--- src/rtl/variable_pkg.sv ---
// Shared video timing types, default 800x600@60 (40 MHz) mode values and a
// parameter sanity helper.
package variable_pkg;

  // One axis of a video mode; all values are inclusive positions.
  typedef struct packed {
    logic [15:0] blank_start;
    logic [15:0] sync_start;
    logic [15:0] sync_end;
    logic [15:0] blank_end;
  } timing_t;

  localparam timing_t SVGA_H = '{
    blank_start: 16'd800,
    sync_start:  16'd840,
    sync_end:    16'd967,
    blank_end:   16'd1055
  };

  localparam timing_t SVGA_V = '{
    blank_start: 16'd600,
    sync_start:  16'd601,
    sync_end:    16'd604,
    blank_end:   16'd627
  };

  localparam int unsigned SVGA_CNT_W = 11;

  // True when the axis is ordered correctly and fits in a cnt_w-bit counter.
  function automatic logic timing_ok(int unsigned bs, int unsigned ss,
                                     int unsigned se, int unsigned be,
                                     int unsigned cnt_w);
    return (bs < ss) && (ss <= se) && (se <= be) && ((be >> cnt_w) == 0);
  endfunction

endpackage

--- src/rtl/vga_timing_gen_if.sv ---
// Pixel-enable in, counters/sync/blank/strobes out.
interface vga_timing_gen_if #(
  parameter int unsigned CNT_W = 11
);
  logic             pix_en;
  logic [CNT_W-1:0] hcount;
  logic [CNT_W-1:0] vcount;
  logic             hsync;
  logic             vsync;
  logic             hblnk;
  logic             vblnk;
  logic             active;
  logic             line_start;
  logic             frame_start;

  modport master (
    input  pix_en,
    output hcount, vcount, hsync, vsync, hblnk, vblnk, active,
           line_start, frame_start
  );

  modport slave (
    output pix_en,
    input  hcount, vcount, hsync, vsync, hblnk, vblnk, active,
           line_start, frame_start
  );
endinterface

--- src/rtl/vga_timing_gen_wrap_counter.sv ---
// Enabled modulo-(MAX+1) counter with a registered strobe marking the cycle
// in which the count has just wrapped to zero.
module wrap_counter #(
  parameter int unsigned CNT_W = 11,
  parameter int unsigned MAX   = 1055
) (
  input  logic             clk,
  input  logic             rst,
  input  logic             en,
  output logic [CNT_W-1:0] cnt,
  output logic             wrap
);

  localparam logic [CNT_W-1:0] CNT_MAX = CNT_W'(MAX);

  // Count on enable; wrap only on the equality compare, strobe for one cycle.
  always_ff @(posedge clk) begin
    if (rst) begin
      cnt  <= '0;
      wrap <= 1'b0;
    end else begin
      wrap <= en && (cnt == CNT_MAX);
      if (en) begin
        cnt <= (cnt == CNT_MAX) ? '0 : cnt + CNT_W'(1);
      end
    end
  end

endmodule

--- src/rtl/vga_timing_gen.sv ---
// VGA timing generator: column/line counters with sync, blanking, active
// and line/frame strobes, all registered and aligned with the counts.
module vga_timing_gen
  import variable_pkg::*;
#(
  parameter int unsigned H_BLANK_START = 32'(SVGA_H.blank_start),
  parameter int unsigned H_SYNC_START  = 32'(SVGA_H.sync_start),
  parameter int unsigned H_SYNC_END    = 32'(SVGA_H.sync_end),
  parameter int unsigned H_BLANK_END   = 32'(SVGA_H.blank_end),
  parameter int unsigned V_BLANK_START = 32'(SVGA_V.blank_start),
  parameter int unsigned V_SYNC_START  = 32'(SVGA_V.sync_start),
  parameter int unsigned V_SYNC_END    = 32'(SVGA_V.sync_end),
  parameter int unsigned V_BLANK_END   = 32'(SVGA_V.blank_end),
  parameter logic        HSYNC_POL     = 1'b1,
  parameter logic        VSYNC_POL     = 1'b1,
  parameter int unsigned CNT_W         = SVGA_CNT_W
) (
  input  logic               clk,
  input  logic               rst,
  vga_timing_gen_if.master   vif
);

  // Reject inconsistent timing or an undersized counter at elaboration.
  if (!timing_ok(H_BLANK_START, H_SYNC_START, H_SYNC_END, H_BLANK_END, CNT_W))
  begin : g_bad_h_timing
    $error("vga_timing_gen: invalid horizontal timing parameters");
  end
  if (!timing_ok(V_BLANK_START, V_SYNC_START, V_SYNC_END, V_BLANK_END, CNT_W))
  begin : g_bad_v_timing
    $error("vga_timing_gen: invalid vertical timing parameters");
  end

  localparam logic [CNT_W-1:0] H_BS = CNT_W'(H_BLANK_START);
  localparam logic [CNT_W-1:0] H_SS = CNT_W'(H_SYNC_START);
  localparam logic [CNT_W-1:0] H_SE = CNT_W'(H_SYNC_END);
  localparam logic [CNT_W-1:0] H_BE = CNT_W'(H_BLANK_END);
  localparam logic [CNT_W-1:0] V_BS = CNT_W'(V_BLANK_START);
  localparam logic [CNT_W-1:0] V_SS = CNT_W'(V_SYNC_START);
  localparam logic [CNT_W-1:0] V_SE = CNT_W'(V_SYNC_END);
  localparam logic [CNT_W-1:0] V_BE = CNT_W'(V_BLANK_END);

  logic [CNT_W-1:0] h_cnt;
  logic [CNT_W-1:0] v_cnt;
  logic [CNT_W-1:0] h_nxt;
  logic [CNT_W-1:0] v_nxt;
  logic             h_last;
  logic             v_en;
  logic             h_wrap;
  logic             v_wrap;

  assign h_last = (h_cnt == H_BE);
  assign v_en   = vif.pix_en && h_last;

  wrap_counter #(
    .CNT_W (CNT_W),
    .MAX   (H_BLANK_END)
  ) u_h_cnt (
    .clk  (clk),
    .rst  (rst),
    .en   (vif.pix_en),
    .cnt  (h_cnt),
    .wrap (h_wrap)
  );

  wrap_counter #(
    .CNT_W (CNT_W),
    .MAX   (V_BLANK_END)
  ) u_v_cnt (
    .clk  (clk),
    .rst  (rst),
    .en   (v_en),
    .cnt  (v_cnt),
    .wrap (v_wrap)
  );

  // Next-state counts, so decoded flags land in the same cycle as the counts.
  always_comb begin
    h_nxt = h_cnt;
    v_nxt = v_cnt;
    if (vif.pix_en) begin
      h_nxt = h_last ? '0 : h_cnt + CNT_W'(1);
    end
    if (v_en) begin
      v_nxt = (v_cnt == V_BE) ? '0 : v_cnt + CNT_W'(1);
    end
  end

  // Registered sync/blank/active decode of the next position.
  always_ff @(posedge clk) begin
    if (rst) begin
      vif.hblnk  <= 1'b0;
      vif.vblnk  <= 1'b0;
      vif.active <= 1'b1;
      vif.hsync  <= ~HSYNC_POL;
      vif.vsync  <= ~VSYNC_POL;
    end else begin
      vif.hblnk  <= (h_nxt >= H_BS);
      vif.vblnk  <= (v_nxt >= V_BS);
      vif.active <= (h_nxt < H_BS) && (v_nxt < V_BS);
      vif.hsync  <= ((h_nxt >= H_SS) && (h_nxt <= H_SE)) ? HSYNC_POL : ~HSYNC_POL;
      vif.vsync  <= ((v_nxt >= V_SS) && (v_nxt <= V_SE)) ? VSYNC_POL : ~VSYNC_POL;
    end
  end

  assign vif.hcount      = h_cnt;
  assign vif.vcount      = v_cnt;
  assign vif.line_start  = h_wrap;
  assign vif.frame_start = v_wrap;

endmodule

--- src/flat_wrapper.sv ---
// flat-port wrapper written by rule: the top's interface ports become plain ports
module vga_timing_gen_flat import variable_pkg::*;
#(
  parameter int unsigned H_BLANK_START = 32'(SVGA_H.blank_start),
  parameter int unsigned H_SYNC_START  = 32'(SVGA_H.sync_start),
  parameter int unsigned H_SYNC_END    = 32'(SVGA_H.sync_end),
  parameter int unsigned H_BLANK_END   = 32'(SVGA_H.blank_end),
  parameter int unsigned V_BLANK_START = 32'(SVGA_V.blank_start),
  parameter int unsigned V_SYNC_START  = 32'(SVGA_V.sync_start),
  parameter int unsigned V_SYNC_END    = 32'(SVGA_V.sync_end),
  parameter int unsigned V_BLANK_END   = 32'(SVGA_V.blank_end),
  parameter logic        HSYNC_POL     = 1'b1,
  parameter logic        VSYNC_POL     = 1'b1,
  parameter int unsigned CNT_W         = SVGA_CNT_W
)
  (clk, rst, vif_pix_en, vif_hcount, vif_vcount, vif_hsync, vif_vsync, vif_hblnk, vif_vblnk, vif_active, vif_line_start, vif_frame_start);
  vga_timing_gen_if #(.CNT_W(CNT_W)) vif_i ();
  input  logic clk;
  input  logic rst;
  input wire logic [$bits(vif_i.pix_en)-1:0] vif_pix_en;
  output wire logic [$bits(vif_i.hcount)-1:0] vif_hcount;
  output wire logic [$bits(vif_i.vcount)-1:0] vif_vcount;
  output wire logic [$bits(vif_i.hsync)-1:0] vif_hsync;
  output wire logic [$bits(vif_i.vsync)-1:0] vif_vsync;
  output wire logic [$bits(vif_i.hblnk)-1:0] vif_hblnk;
  output wire logic [$bits(vif_i.vblnk)-1:0] vif_vblnk;
  output wire logic [$bits(vif_i.active)-1:0] vif_active;
  output wire logic [$bits(vif_i.line_start)-1:0] vif_line_start;
  output wire logic [$bits(vif_i.frame_start)-1:0] vif_frame_start;
  assign vif_i.pix_en = vif_pix_en;
  assign vif_hcount = vif_i.hcount;
  assign vif_vcount = vif_i.vcount;
  assign vif_hsync = vif_i.hsync;
  assign vif_vsync = vif_i.vsync;
  assign vif_hblnk = vif_i.hblnk;
  assign vif_vblnk = vif_i.vblnk;
  assign vif_active = vif_i.active;
  assign vif_line_start = vif_i.line_start;
  assign vif_frame_start = vif_i.frame_start;
  vga_timing_gen #(.H_BLANK_START(H_BLANK_START), .H_SYNC_START(H_SYNC_START), .H_SYNC_END(H_SYNC_END), .H_BLANK_END(H_BLANK_END), .V_BLANK_START(V_BLANK_START), .V_SYNC_START(V_SYNC_START), .V_SYNC_END(V_SYNC_END), .V_BLANK_END(V_BLANK_END), .HSYNC_POL(HSYNC_POL), .VSYNC_POL(VSYNC_POL), .CNT_W(CNT_W)) u_core (.clk(clk), .rst(rst), .vif(vif_i));
endmodule
--- config.mk ---
export PLATFORM = sky130hd
export DESIGN_NAME = vga_timing_gen_flat
export DESIGN_NICKNAME = d
export VERILOG_FILES = /design/src/rtl/variable_pkg.sv /design/src/rtl/vga_timing_gen_if.sv /design/src/rtl/vga_timing_gen_wrap_counter.sv /design/src/rtl/vga_timing_gen.sv /design/src/flat_wrapper.sv
export SDC_FILE = /design/constraint.sdc
export NUM_CORES = 1
export LEC_CHECK = 0
export ABC_CLOCK_PERIOD_IN_PS = 5300
export BUFFER_PORTS_ARGS = -buffer_cell sky130_fd_sc_hd__clkbuf_2
export CORE_MARGIN = 5
export CORE_UTILIZATION = 50
export DETAILED_ROUTE_END_ITERATION = 12
export PLACE_DENSITY = 0.69
export SLEW_MARGIN = 10
export SYNTH_ARGS = -nofsm -noshare
export SYNTH_HDL_FRONTEND = slang
export SYNTH_SLANG_ARGS = --single-unit
--- constraint.sdc ---
create_clock -name clk -period 5.3 [get_ports clk]
set_input_delay 1.06 -clock clk [delete_from_list [all_inputs] [get_ports clk]]
set_output_delay 1.06 -clock clk [all_outputs]
set_load 0.03 [all_outputs]
==> results.json, run 1 <==
{
  "status": "complete, no violations",
  "dpl.cell_count": 264,
  "min_from": "u_core.u_h_cnt.cnt[0]",
  "globalRouteTotalUtil": 0.202,
  "synth_seq_cells": 29,
  "cap_viol_max_count": 0,
  "path_cells": "clkbuf_2 > and4_1 > and3_1 > nand2_1 > a221o_1 > o2111a_1",
  "post_dp_cell_area_sq_um": 1820,
  "syn_area_per_cell_sq_um": 8.48,
  "grt_max_degree": 19,
  "finalSetupTns_ns": 0,
  "n_antenna_cell": 0,
  "syn2layout_area_growth_pct": 11.3,
  "min_period_ns": 3.01,
  "io_pins": 32,
  "fin_skew_ns": 0.0129,
  "drt_wl_total_um": 4200,
  "timing.slew.headroom": 0.597,
  "cts_tree": "done",
  "path_clk_slew_ns": 0.10,
  "yosys-mux-area-fraction": 0.0178,
  "nets": 230,
  "design_area_sq_um": 1880,
  "ctsHoldBuffers": 0,
  "die_area_sq_um": 4630,
  "grt_pass1_wl_um": 7070,
  "portBuffers": 31,
  "synth_simple_gate_area_share": 0.350,
  "hold_path_class": "reg -> reg",
  "drive_gt1_frac": 0.209,
  "required_ns": 5.53,
  "instances_no_fill": 271,
  "startpoint": "vif_pix_en",
  "cts_buffers": 5,
  "synth_area_sq_um": 1690,
  "seq_area_frac_synth": 0.344,
  "clockBufferDepth": 2,
  "fmax_ghz": 0.333,
  "rsz0062_at_grt": "no",
  "ys_types": 54,
  "worstSkewPairLatency_ns": 0.33,
  "h-tree-depth": 2,
  "critical_path.max_fanout": 16,
  "hpwl_um": 3000,
  "avgViaCountPerCell": 6.10,
  "synth_xor_area_frac": 0.0675,
  "powerDensity_nw_per_um2": 202,
  "finalCritPeriodShare": 0.567,
  "first_iter_violations": 160,
  "cp_top_family": "simple AND/OR/NAND/NOR gates",
  "worst_pin_slew_ns": 0.605,
  "synth_compound_area_frac": 0.151,
  "ctsResizeCount": 0,
  "vias": 1652,
  "rows": 21,
  "synth_top_family_by_area": "simple AND/OR/NAND/NOR gates",
  "r2r_start": "u_core.u_h_cnt.cnt[0]",
  "drv_slew": 0,
  "arrival_ns": 3.24,
  "hold_viol_final": 0,
  "endpoint_kind": "register",
  "place.gp.congestion": 0.863,
  "die_x_um": 68.1,
  "wl_per_cell_um": 15.5,
  "drtPass1Iterations": 4,
  "slowest_delay_ns": 0.63,
  "synth_flop_cell": "dfxtp_1",
  "globalRoute.totalOverflow": 0,
  "holdWs_ns": 0.623,
  "crit_type": "in -> reg",
  "fill_cells": 329,
  "first_global_vias": 1474,
  "ant_nets": 0,
  "post-cts-setup-buffers": 0,
  "crit_slowest_cell": "and3_1",
  "synth_nets": 204,
  "antenna_found_initial": 0,
  "cp_num_buf_inv": 1,
  "vdd_drop_max_mv": 0.0992,
  "cts_sinks": 29,
  "async_reset_ff_frac": 0,
  "synth-edff-count": 0,
  "clock-root-buffer": "clkbuf_4",
  "cp-start-kind": "input port",
  "yosys_warnings": 0,
  "drc_errors": 0,
  "leakagePower_uw": 0.000747,
  "die_y_um": 68.1,
  "coreArea_sq_um": 3310,
  "synth-adder-area-share": 0.0148,
  "synthCells": 199,
  "initial_core_util": 0.509,
  "setup_violations": 0
}
## synthesized netlist by cell type (all sizes together) (3+ instances only)
| cell type | number | area [sq um] |
|---|---|---|
| dfxtp | 29 | 581 |
| nor2 | 21 | 78.8 |
| nand2 | 14 | 52.6 |
| and3 | 11 | 70.1 |
| nor3 | 11 | 60.1 |
| nand4 | 9 | 62.6 |
| a21oi | 8 | 40.0 |
| buf | 8 | 62.6 |
| xnor2 | 8 | 70.1 |
| nand3 | 7 | 40.0 |
| o21ai | 6 | 30.0 |
| xor2 | 5 | 43.8 |
| and4 | 4 | 36.3 |
| clkbuf | 4 | 15.0 |
| inv | 4 | 15.0 |
| and2 | 3 | 18.8 |
| mux2i | 3 | 30.0 |
| nand2b | 3 | 18.8 |
| nor4b | 3 | 26.3 |
| o31ai | 3 | 22.5 |
## layer usage
metal / wire length [um] / vias up / global-route usage
li1: - / 790 / -
met2: 1850 / 56 / 0.298
met4: 41 / 0 / 0.0670
met3: 250 / 5 / 0.0509
met5: 0 / - / 0
met1: 2060 / 801 / 0.283
## state kept, by name, indices dropped and copies added (netlist names)
register	flops
u_core.u_h_cnt.cnt	11
u_core.u_v_cnt.cnt	11
u_core.u_h_cnt.wrap	1
u_core.u_v_cnt.wrap	1
u_core.vif.active	1
u_core.vif.hblnk	1
u_core.vif.hsync	1
u_core.vif.vblnk	1
u_core.vif.vsync	1
## cell type report
cell class,count,area (sq um),area share
multi-input cells,154,1010,0.540
flip-flops and latches,29,581,0.309
repair buffers,31,155,0.0827
well taps,46,57.6,0.0307
clock buffers,7,55.1,0.0293
inverters,4,15.0,0.00800
## worst paths after layout
path	to	slack (ns)	cells past startpoint
max	u_core.vif.vsync	2.29	6
min	u_core.u_h_cnt.cnt[0]	0.62	2
max reg2reg	u_core.vif.vsync	2.43	6
min reg2reg	u_core.u_h_cnt.cnt[0]	0.62	2
## worst min-delay path, cell delays in order, from the launching register on
cell and delay [ns]:
dfxtp_1 0.39, xnor2_1 0.16, nor3_1 0.04
## layout by cell type, fill, tap and decap left out, types with 2 or more instances in the layout
cell type  instances
nand4_1            8
o21ai_1            2
clkbuf_2          31
and4_1             3
and3_1            10
nor4b_1            3
o21ai_0            4
o31a_1             2
nor3_1            10
nand4b_1           2
dfxtp_1           29
nor2_1            21
o211a_1            2
inv_1              4
nor2b_1            2
xnor2_1            8
clkbuf_4           5
a211oi_1           2
and2_1             3
nand2_1           14
nand3_1            6
or3_1              2
o31ai_1            3
ha_1               2
a22oi_1            2
a31oi_1            2
xor2_1             5
a21oi_1            8
mux2i_1            3
nand2b_1           3
## where the power goes
part           leakage [uW]  switching [uW]  internal (uW)
clock network     0.0000314            75.9           62.5
registers          0.000234            3.26            219
logic              0.000482            11.5           6.10
## through the flow
stage          power, uW   util  setup WS (ns)
3_3_place_gp         244  0.550           2.09
4_1_cts              381  0.567           2.34
3_5_place_dp         245  0.550           2.01
6_report             379  0.567           2.29
2_1_floorplan        240      -           2.59
5_1_grt              393  0.567           2.14
## cells by family (layout without fill, tap and decap cells)
logic type	Yosys count	count (layout)
multiplexers	3	3
buffers and inverters	16	42
adder cells (fa/ha/maj)	2	2
XOR/XNOR	13	13
flip-flops	29	29
AO/OA/AOI/OAI	36	36
AND/OR/NAND/NOR	100	100
Power figures use the tool's default switching activity.
==> inputs of run 2 (changes only) <==
- ABC_AREA: default -> 1
- ABC_CLOCK_PERIOD_IN_PS: 5300 -> 2590
- PLACE_DENSITY: 0.69 -> 0.71
- clock period: 5.3 -> 2.59 ns (I/O delays scaled with it)
==> run 2 against run 1 <==
  * Wire length is 4.9% higher
  * Clock skew is 0.0099 ns lower
  * Area after synthesis is 9.4% higher
  * Largest power group unchanged
  * Critical endpoint unchanged
  * First-iteration DRC count is 24% lower
==> results.json, run 2 <==
{
  "status": "complete, no violations",
  "initial_core_util": 0.512,
  "synth_compound_area_frac": 0.0529,
  "hold_path_class": "reg -> reg",
  "required_ns": 2.76,
  "cts_tree": "done",
  "crit_slowest_cell": "dfxtp_1",
  "portBuffers": 31,
  "post-synth-top-count-cell": "nand2_1",
  "clockBufferDepth": 2,
  "holdWs_ns": 0.557,
  "final_cell_mix": "nand2_1, nor2_1, clkbuf_2",
  "post-cts-setup-buffers": 0,
  "fin_skew_ns": 0.00297,
  "place.gp.congestion": 0.853,
  "arrival_ns": 2.42,
  "coreArea_sq_um": 3610,
  "design_area_sq_um": 2100,
  "fmax_ghz": 0.444,
  "wl_per_cell_um": 11.7,
  "path_clk_slew_ns": 0.06,
  "cts_buffers": 5,
  "synth_nets": 305,
  "leakagePower_uw": 0.000997,
  "n_antenna_cell": 0,
  "crit_top_cell": "nor2_1",
  "drc_errors": 0,
  "endpoint_kind": "register",
  "worst_pin_slew_ns": 0.520,
  "globalRoute.totalOverflow": 0,
  "first_iter_violations": 122,
  "synth_common_cells": "nand2_1, nor2_1, inv_1, nand3_1, dfxtp_1",
  "ctsHoldBuffers": 0,
  "slowest_delay_ns": 0.34,
  "rsz0062_at_grt": "no",
  "crit_type": "reg -> reg",
  "synth_seq_cells": 29,
  "drt_wl_total_um": 4410,
  "synth_xor_area_frac": 0.0380,
  "hpwl_um": 3410,
  "die_x_um": 70.8,
  "ys_types": 28,
  "clock-root-buffer": "clkbuf_8",
  "cp.depth": 14,
  "cp_top_family": "simple AND/OR/NAND/NOR gates",
  "final_util": 0.582,
  "yosysTopAreaCell": "dfxtp_1",
  "grt_pass1_wl_um": 7760,
  "async_reset_ff_frac": 0,
  "hold_viol_final": 0,
  "timing.slew.headroom": 0.653,
  "synth_simple_gate_area_share": 0.479,
  "cp_num_buf_inv": 4,
  "cp-start-kind": "register",
  "final_common_cell": "nand2_1",
  "cap_viol_max_count": 0,
  "globalRouteTotalUtil": 0.189,
  "synth_flop_cell": "dfxtp_1",
  "synth_top_family_by_area": "simple AND/OR/NAND/NOR gates",
  "cts_sinks": 29,
  "post_dp_cell_area_sq_um": 2010,
  "synth-edff-count": 0,
  "vias": 1930,
  "finalSetupTns_ns": 0,
  "largestRegisters": "u_core.u_h_cnt.cnt (11), u_core.u_v_cnt.cnt (11)",
  "rows": 22,
  "min_period_ns": 2.25,
  "synthCells": 300,
  "worstSkewPairLatency_ns": 0.27,
  "drive_gt1_frac": 0.182,
  "p_total_uw": 855,
  "antenna_found_initial": 0,
  "nets": 335,
  "finalCritPeriodShare": 0.869,
  "avgViaCountPerCell": 5.11,
  "syn2layout_area_growth_pct": 13.7,
  "worst_r2r_path_depth": 14,
  "vdd_drop_max_mv": 0.256,
  "setup_violations": 0,
  "h-tree-depth": 2,
  "drv_slew": 0,
  "critical_path.max_fanout": 11,
  "synth-adder-area-share": 0.0136,
  "ctsResizeCount": 0,
  "seq_area_frac_synth": 0.315,
  "path_cells": "ha_1 > nand3_2 > clkinv_1 > nand3_2 > buf_4 > nor2_1 > nor2_1 > inv_1 > nor2_2 > nand3_1 > nand2_1 > inv_1 > a21oi_1 > nor2_1",
  "yosys_warnings": 0,
  "whs_path_depth": 2,
  "synth_area_sq_um": 1850,
  "drtPass1Iterations": 4,
  "first_global_vias": 1770,
  "yosys-mux-area-fraction": 0,
  "synth_top_cell_area_share": 0.315,
  "syn_area_per_cell_sq_um": 6.15,
  "io_pins": 32,
  "die_area_sq_um": 5010,
  "ant_nets": 0,
  "synth.area.top_cells": "dfxtp_1, nand2_1, nor2_1, nand3_1, inv_1",
  "die_y_um": 70.8,
  "powerDensity_nw_per_um2": 407,
  "grt_max_degree": 28
}
==> run 2: cell count changes after synthesis, sizes merged, moves of 4 or more <==
cell   delta
and3     -11
and4      -4
inv      +30
nand2    +77
nand3    +26
nand4     -5
nor2     +42
nor3      -4
xnor2     -8
==> run 2: final cells by class <==
cell class / count / area [sq um]
Fill cell: 384 / 1510
Clock buffer: 7 / 86.3
Multi-Input combinational cell: 227 / 1080
Timing Repair Buffer: 32 / 163
Sequential cell: 29 / 581
Tap cell: 48 / 60.1
Inverter: 35 / 131
==> run 2: worst paths after layout <==
check | from | endpoint | slack [ns]
setup / recovery | u_core.u_h_cnt.cnt[0] | u_core.vif.vsync | 0.34
hold / removal | u_core.u_h_cnt.cnt[9] | u_core.u_h_cnt.cnt[9] | 0.56
setup reg to reg | u_core.u_h_cnt.cnt[0] | u_core.vif.vsync | 0.34
hold reg to reg | u_core.u_h_cnt.cnt[9] | u_core.u_h_cnt.cnt[9] | 0.56
==> run 2: worst register-to-register path, stage by stage, from the launching register on <==
cell and delay [ns]:
dfxtp_1 0.34, ha_1 0.27, nand3_2 0.13, clkinv_1 0.11
nand3_2 0.20, buf_4 0.21, nor2_1 0.06, nor2_1 0.19
inv_1 0.10, nor2_2 0.13, nand3_1 0.08, nand2_1 0.10
inv_1 0.07, a21oi_1 0.13, nor2_1 0.05
==> run 2: through the flow <==
step / worst slack (ns) / instances
2_1_floorplan: 0.524 / 300
3_3_place_gp: 0.400 / 371
3_5_place_dp: 0.354 / 371
4_1_cts: 0.337 / 378
5_1_grt: 0.0957 / 378
6_report: 0.340 / 378
==> run 2: power breakdown <==
group / switching [uW] / internal (uW) / total [uW] / leakage (uW)
clock: 155 / 210 / 365 / 0.0000443
sequential: 4.06 / 450 / 454 / 0.000234
combinational: 26.0 / 10.2 / 36.2 / 0.000718
==> run 2: cells by family after synthesis <==
kind of cell / count (synthesis)
simple gates: 201
buf+inv: 44
flops: 29
compound gates: 16
xor+xnor: 8
fa+ha+maj: 2
==> run 2: metal layers <==
layer  global-route usage  wire (um)  share of wire
met5                    0          0              0
met4               0.0668         87          0.020
met3               0.0440        292          0.066
met2                0.302       1990           0.45
met1                0.249       2040           0.46
